--- config.mk ---
export PLATFORM = sky130hd
export DESIGN_NAME = controle_execucao
export DESIGN_NICKNAME = d
export VERILOG_FILES = /design/src/rtl/controle_execucao.sv
export SDC_FILE = /design/constraint.sdc
export NUM_CORES = 1
export LEC_CHECK = 0
export ABC_AREA = 1
export CORE_MARGIN = 2
export CORE_UTILIZATION = 41
export CTS_CLUSTER_DIAMETER = 60
export CTS_CLUSTER_SIZE = 24
export DETAILED_ROUTE_END_ITERATION = 10
export PLACE_DENSITY_LB_ADDON = 0.12
export SYNTH_ARGS = -nofsm -noshare
export SYNTH_HDL_FRONTEND = slang
export SYNTH_SLANG_ARGS = --single-unit
--- constraint.sdc ---
create_clock -name clock -period 1.3 [get_ports clock]
set_input_delay 0.13 -clock clock [delete_from_list [all_inputs] [get_ports clock]]
set_output_delay 0.13 -clock clock [all_outputs]
set_load 0.05 [all_outputs]
--- src/rtl/controle_execucao.sv ---
`default_nettype none
// ============================================================================
// Module   : controle_execucao
// Purpose  : Execution sequencer for the multicycle processor. Drives the
//            processor's run / resetn inputs and offers continuous run,
//            single-step and halt modes plus one PC breakpoint. Instruction
//            boundaries are found from the processor's done strobe; the PC
//            (R7_out) is inspected in a one-cycle CHECK bubble after each
//            instruction retires in continuous mode.
// Ports    : clock, reset         - clock (rising edge) and async reset (high)
//            start, step, halt    - one-cycle control pulses
//            clear_cpu            - one-cycle pulse, re-reset the processor
//            bp_en, bp_addr[15:0] - breakpoint enable and PC value
//            pc[15:0], done       - processor PC and end-of-instruction strobe
//            run, proc_resetn     - processor run and active-low reset
//            state[2:0], busy     - FSM state code, not-IDLE flag
//            bp_hit               - sticky breakpoint-stop flag
//            instr_count          - retired-instruction counter (wraps)
// Revision : 1.0 - initial release
// ============================================================================
module controle_execucao #(
  parameter int RESET_CYCLES = 2,
  parameter int COUNT_W      = 16
) (
  input  logic               clock,
  input  logic               reset,
  input  logic               start,
  input  logic               step,
  input  logic               halt,
  input  logic               clear_cpu,
  input  logic               bp_en,
  input  logic [15:0]        bp_addr,
  input  logic [15:0]        pc,
  input  logic               done,
  output logic               run,
  output logic               proc_resetn,
  output logic [2:0]         state,
  output logic               busy,
  output logic               bp_hit,
  output logic [COUNT_W-1:0] instr_count
);

  // Width of the processor-reset down-counter; at least one bit so that
  // RESET_CYCLES == 1 still yields a legal vector.
  localparam int c_cnt_w = (RESET_CYCLES > 1) ? $clog2(RESET_CYCLES) : 1;

  // Loading RESET_CYCLES-1 and leaving on zero keeps RSTP for exactly
  // RESET_CYCLES cycles.
  localparam logic [c_cnt_w-1:0] c_rst_load = c_cnt_w'(RESET_CYCLES - 1);
  localparam logic [COUNT_W-1:0] c_count_one = COUNT_W'(1);

  typedef enum logic [2:0] {
    ST_RSTP  = 3'd0,
    ST_IDLE  = 3'd1,
    ST_RUN   = 3'd2,
    ST_CHECK = 3'd3,
    ST_STEP  = 3'd4
  } state_t;

  state_t               r_state;
  state_t               w_state_next;
  logic [c_cnt_w-1:0]   r_rst_cnt;
  logic [c_cnt_w-1:0]   w_rst_cnt_next;
  logic                 r_halt_pending;
  logic                 w_halt_pending_next;
  logic                 r_bp_hit;
  logic                 w_bp_hit_next;
  logic [COUNT_W-1:0]   r_instr_count;
  logic [COUNT_W-1:0]   w_instr_count_next;
  logic                 w_bp_match;

  assign w_bp_match = bp_en && (pc == bp_addr);

  // --------------------------------------------------------------------------
  // State and datapath registers
  // --------------------------------------------------------------------------
  always_ff @(posedge clock or posedge reset) begin
    if (reset) begin
      r_state        <= ST_RSTP;
      r_rst_cnt      <= c_rst_load;
      r_halt_pending <= 1'b0;
      r_bp_hit       <= 1'b0;
      r_instr_count  <= '0;
    end else begin
      r_state        <= w_state_next;
      r_rst_cnt      <= w_rst_cnt_next;
      r_halt_pending <= w_halt_pending_next;
      r_bp_hit       <= w_bp_hit_next;
      r_instr_count  <= w_instr_count_next;
    end
  end

  // --------------------------------------------------------------------------
  // Next-state and register-update logic
  // --------------------------------------------------------------------------
  always_comb begin
    w_state_next        = r_state;
    w_rst_cnt_next      = r_rst_cnt;
    w_halt_pending_next = r_halt_pending;
    w_bp_hit_next       = r_bp_hit;
    w_instr_count_next  = r_instr_count;

    if (clear_cpu) begin
      // Clearing the CPU overrides everything, including a done that lands
      // on the same edge: the aborted instruction is never counted.
      w_state_next        = ST_RSTP;
      w_rst_cnt_next      = c_rst_load;
      w_halt_pending_next = 1'b0;
      w_bp_hit_next       = 1'b0;
      w_instr_count_next  = '0;
    end else begin
      unique case (r_state)
        ST_RSTP: begin
          w_halt_pending_next = 1'b0;
          if (r_rst_cnt == '0) begin
            w_state_next = ST_IDLE;
          end else begin
            w_rst_cnt_next = r_rst_cnt - 1'b1;
          end
        end

        ST_IDLE: begin
          // halt is meaningless while stopped, so it is not latched here.
          w_halt_pending_next = 1'b0;
          if (start) begin
            w_state_next  = ST_RUN;
            w_bp_hit_next = 1'b0;
          end else if (step) begin
            w_state_next  = ST_STEP;
            w_bp_hit_next = 1'b0;
          end
        end

        ST_RUN: begin
          if (halt) begin
            w_halt_pending_next = 1'b1;
          end
          if (done) begin
            w_state_next       = ST_CHECK;
            w_instr_count_next = r_instr_count + c_count_one;
          end
        end

        ST_CHECK: begin
          // The processor sits between instructions here with pc already
          // pointing at the next one (also after a jump), so this is the
          // only safe place to stop or to compare against the breakpoint.
          if (r_halt_pending || halt) begin
            w_state_next        = ST_IDLE;
            w_halt_pending_next = 1'b0;
          end else if (w_bp_match) begin
            w_state_next        = ST_IDLE;
            w_halt_pending_next = 1'b0;
            w_bp_hit_next       = 1'b1;
          end else begin
            w_state_next = ST_RUN;
          end
        end

        ST_STEP: begin
          // Single step runs one instruction regardless of breakpoint/halt.
          if (done) begin
            w_state_next        = ST_IDLE;
            w_halt_pending_next = 1'b0;
            w_instr_count_next  = r_instr_count + c_count_one;
          end
        end

        default: begin
          w_state_next        = ST_RSTP;
          w_rst_cnt_next      = c_rst_load;
          w_halt_pending_next = 1'b0;
        end
      endcase
    end
  end

  // --------------------------------------------------------------------------
  // Moore outputs, decoded from the state register only
  // --------------------------------------------------------------------------
  assign run         = (r_state == ST_RUN) || (r_state == ST_STEP);
  assign proc_resetn = (r_state != ST_RSTP);
  assign busy        = (r_state != ST_IDLE);
  assign state       = r_state;
  assign bp_hit      = r_bp_hit;
  assign instr_count = r_instr_count;

endmodule
`default_nettype wire

==> flow_summary.json <==
{
  "fin_cells": 467,
  "holdBufCountCts": 0,
  "grt_max_degree": 23,
  "synth.top_cell.area_share_pct": 29.89,
  "first_global_vias": 2395,
  "synth_commonest_cells": "nand2_1 (79), inv_1 (59), nor2_1 (32)",
  "io_pins": 63,
  "multi_input_area_sq_um": 1186,
  "grt_pass1_wl_mm": 10.96,
  "ys_top_cells_by_area": "dfrtp_1 (30%), nand2_1 (17%), inv_1 (13%)",
  "relSlewSlack_pct": 79.62,
  "yosysSeqAreaShare_pct": 31.39,
  "viasPerCell": 5.257,
  "fin_area_sq_um": 3555,
  "clock_skew_ps": 1.712,
  "diodes": 0,
  "vias": 2455,
  "hold_violations": 0,
  "report.final.slew_viol_count": 0,
  "die-area_sq_um": 4827,
  "synth_nets": 322,
  "die_w_um": 69.48,
  "die_h_um": 69.48,
  "start_kind": "register",
  "path_class": "reg -> reg",
  "grt.total_usage_pct": 27.71,
  "cp_cell_sequence": "nor2_4 -> nand2_4 -> nand2_8 -> nand2_8 -> nand2_8 -> nand3_2 -> o21ai_1 -> nand2_1 -> nor2_1",
  "initial_core_util_pct": 43.32,
  "syn_area_sq_um": 1758,
  "overflow": 0,
  "dp.final_hpwl_mm": 4.289,
  "max_freq_mhz": 637.8,
  "critPathMaxFanout": 5,
  "timing.final.ws_setup_ps": -268.0,
  "wl_mm": 6.975,
  "synth_flop_cell": "dfrtp_1",
  "clkLatencyLatePin_ps": 270,
  "reg2reg_slack_ps": -270,
  "num_rows": 23,
  "wl_per_cell_um": 14.94,
  "placed_area_sq_um": 3149,
  "p_leak_uw": 0.001774,
  "design.final.nets": 459,
  "finalCritPeriodShare_pct": 120.6,
  "fillers": 223,
  "yosysMostFrequentCell": "nand2_1",
  "slowest_delay_ps": 490,
  "setup_viol_count_final": 24,
  "hold_path.class": "in -> async",
  "slowest_stage": "dfrtp_2",
  "tns_ps": -4239,
  "synthToLayoutAreaGrowth_pct": 102.2,
  "portBuffers": 62,
  "crit_top_cell": "nand2_8",
  "violations": "negative setup slack",
  "crit_required_ps": 1490,
  "avgSynthCellArea_sq_um": 6.256,
  "antenna_found_initial": 0,
  "ir_drop_uv": 579.9,
  "clock_sinks": 22,
  "numCtsBuffers": 3,
  "drt_iter0_drc": 246,
  "async_flop_share_pct": 100.0,
  "drive_above_1_share_pct": 36.21,
  "cts_tree": "yes",
  "cts_buffer_depth": 2,
  "coreArea_sq_um": 4058,
  "worstMarginPinSlew_ps": 305.7,
  "maxCapViolCount": 0,
  "ys_ff_latch": 22,
  "post-place-cells": 445,
  "first_pass_iters": 4,
  "yosysWarnings": 0,
  "synth_largest_area_cell": "dfrtp_1",
  "drc_errors": 0,
  "outcome": "finished with violations",
  "gp_congestion": 0.9276,
  "utilization_pct": 87.60,
  "clk_pin_slew_ps": 90,
  "worstPathArrival_ps": 1760,
  "syn_inst": 281,
  "final_antenna_net_count": 0,
  "min_period_ps": 1568,
  "yosys.cell_types.count": 30,
  "total_power_uw": 3635,
  "synth_edf_count": 0,
  "end_kind": "register",
  "rsz0062_at_grt": "true",
  "seqCellArea_sq_um": 563.0,
  "clockRootBuffer": "clkbuf_8",
  "power.density_nw_per_um2": 1023,
  "cts-htree-levels": 1
}
-- layout by cell type, fill, tap and decap left out, types with 4 or more instances in the layout --
cell type         n
nor3_1            8
nand3_2           5
dfrtp_1          12
nand2_1          75
nor2_1           30
nor3_2            5
nand4_1          12
dfrtp_2           9
inv_1            55
xnor2_1           4
a21oi_1           6
buf_12           24
clkdlybuf4s50_1  39
nand3_1          11
buf_6             9
buf_4            61
o21ai_1           4
-- stage by stage --
| stage | setup WS (ps) | hold WS, ps |
|---|---|---|
| final | -268.0 | 219.9 |
| after global placement | -216.0 | 463.4 |
| after detailed placement | -261.5 | 461.7 |
| after CTS | -199.3 | 198.6 |
| after global routing | -293.5 | 275.4 |
| after floorplan | -289.1 | 117.9 |
-- sequential cells by signal, summed over array words and instances (netlist names) --
| name | count |
|---|---|
| bp_hit | 1 |
| instr_count | 16 |
| r_halt_pending | 1 |
| r_rst_cnt | 1 |
| state | 3 |
-- worst paths after layout --
| kind | cells after the start | to | startpoint |
|---|---|---|---|
| worst max-delay path | 9 | instr_count[4] | state[1] |
| worst min-delay path | 3 | state[1] | reset |
| worst max register to register | 9 | instr_count[4] | state[1] |
| worst min register to register | 2 | r_rst_cnt | r_rst_cnt |
| max in group asynchronous | 3 | r_rst_cnt | reset |
| min in group clock | 2 | r_rst_cnt | r_rst_cnt |
-- layout make-up --
class	count	share of cell area [%]
Multi-Input combinational cell	198	33.37
Sequential cell	22	15.84
Timing Repair Buffer	134	40.65
Clock buffer	3	1.162
Tap cell	50	1.760
Clock inverter	1	0.8448
Inverter	59	6.371
-- cells by family after synthesis --
group           synth area share, %
fa+ha+maj                    0.7116
xor+xnor                      2.989
simple gates                  44.98
flops                         31.39
compound gates                6.833
buf+inv                       13.10
-- power by group --
| group | switching (uW) | internal, uW | total [uW] |
|---|---|---|---|
| Combinational | 1060 | 1070 | 2130 |
| Clock | 253 | 412 | 665 |
| Sequential | 93.3 | 745 | 839 |
| Total | 1400 | 2230 | 3640 |
-- per-layer routing --
layer  wire length, um  GRT usage, %  part of all wire, %  up-vias
met4               233         9.586                  3.3        0
met1              2728         33.27                   39     1146
met5                 0             0                    0        -
met3               504         3.198                  7.2       27
met2              3508         50.75                   50      121
li1                  -             -                    -     1161
-- critical path, delay by kind of cell, from the launching register on --
| kind | cells | cell delay [ps] |
|---|---|---|
| AND/OR/NAND/NOR | 8 | 810 |
| flip-flops | 1 | 490 |
| AO/OA/AOI/OAI | 1 | 170 |
-- repair_timing --
item	CTS	global route
cloned	0	0
gates resized for setup	30	18
endpoints found under the setup margin	20	25
pin swaps	13	3
hold endpoints to repair	0	0
buffers inserted	13	6
No activity file was read; power rests on OpenSTA's default activity.
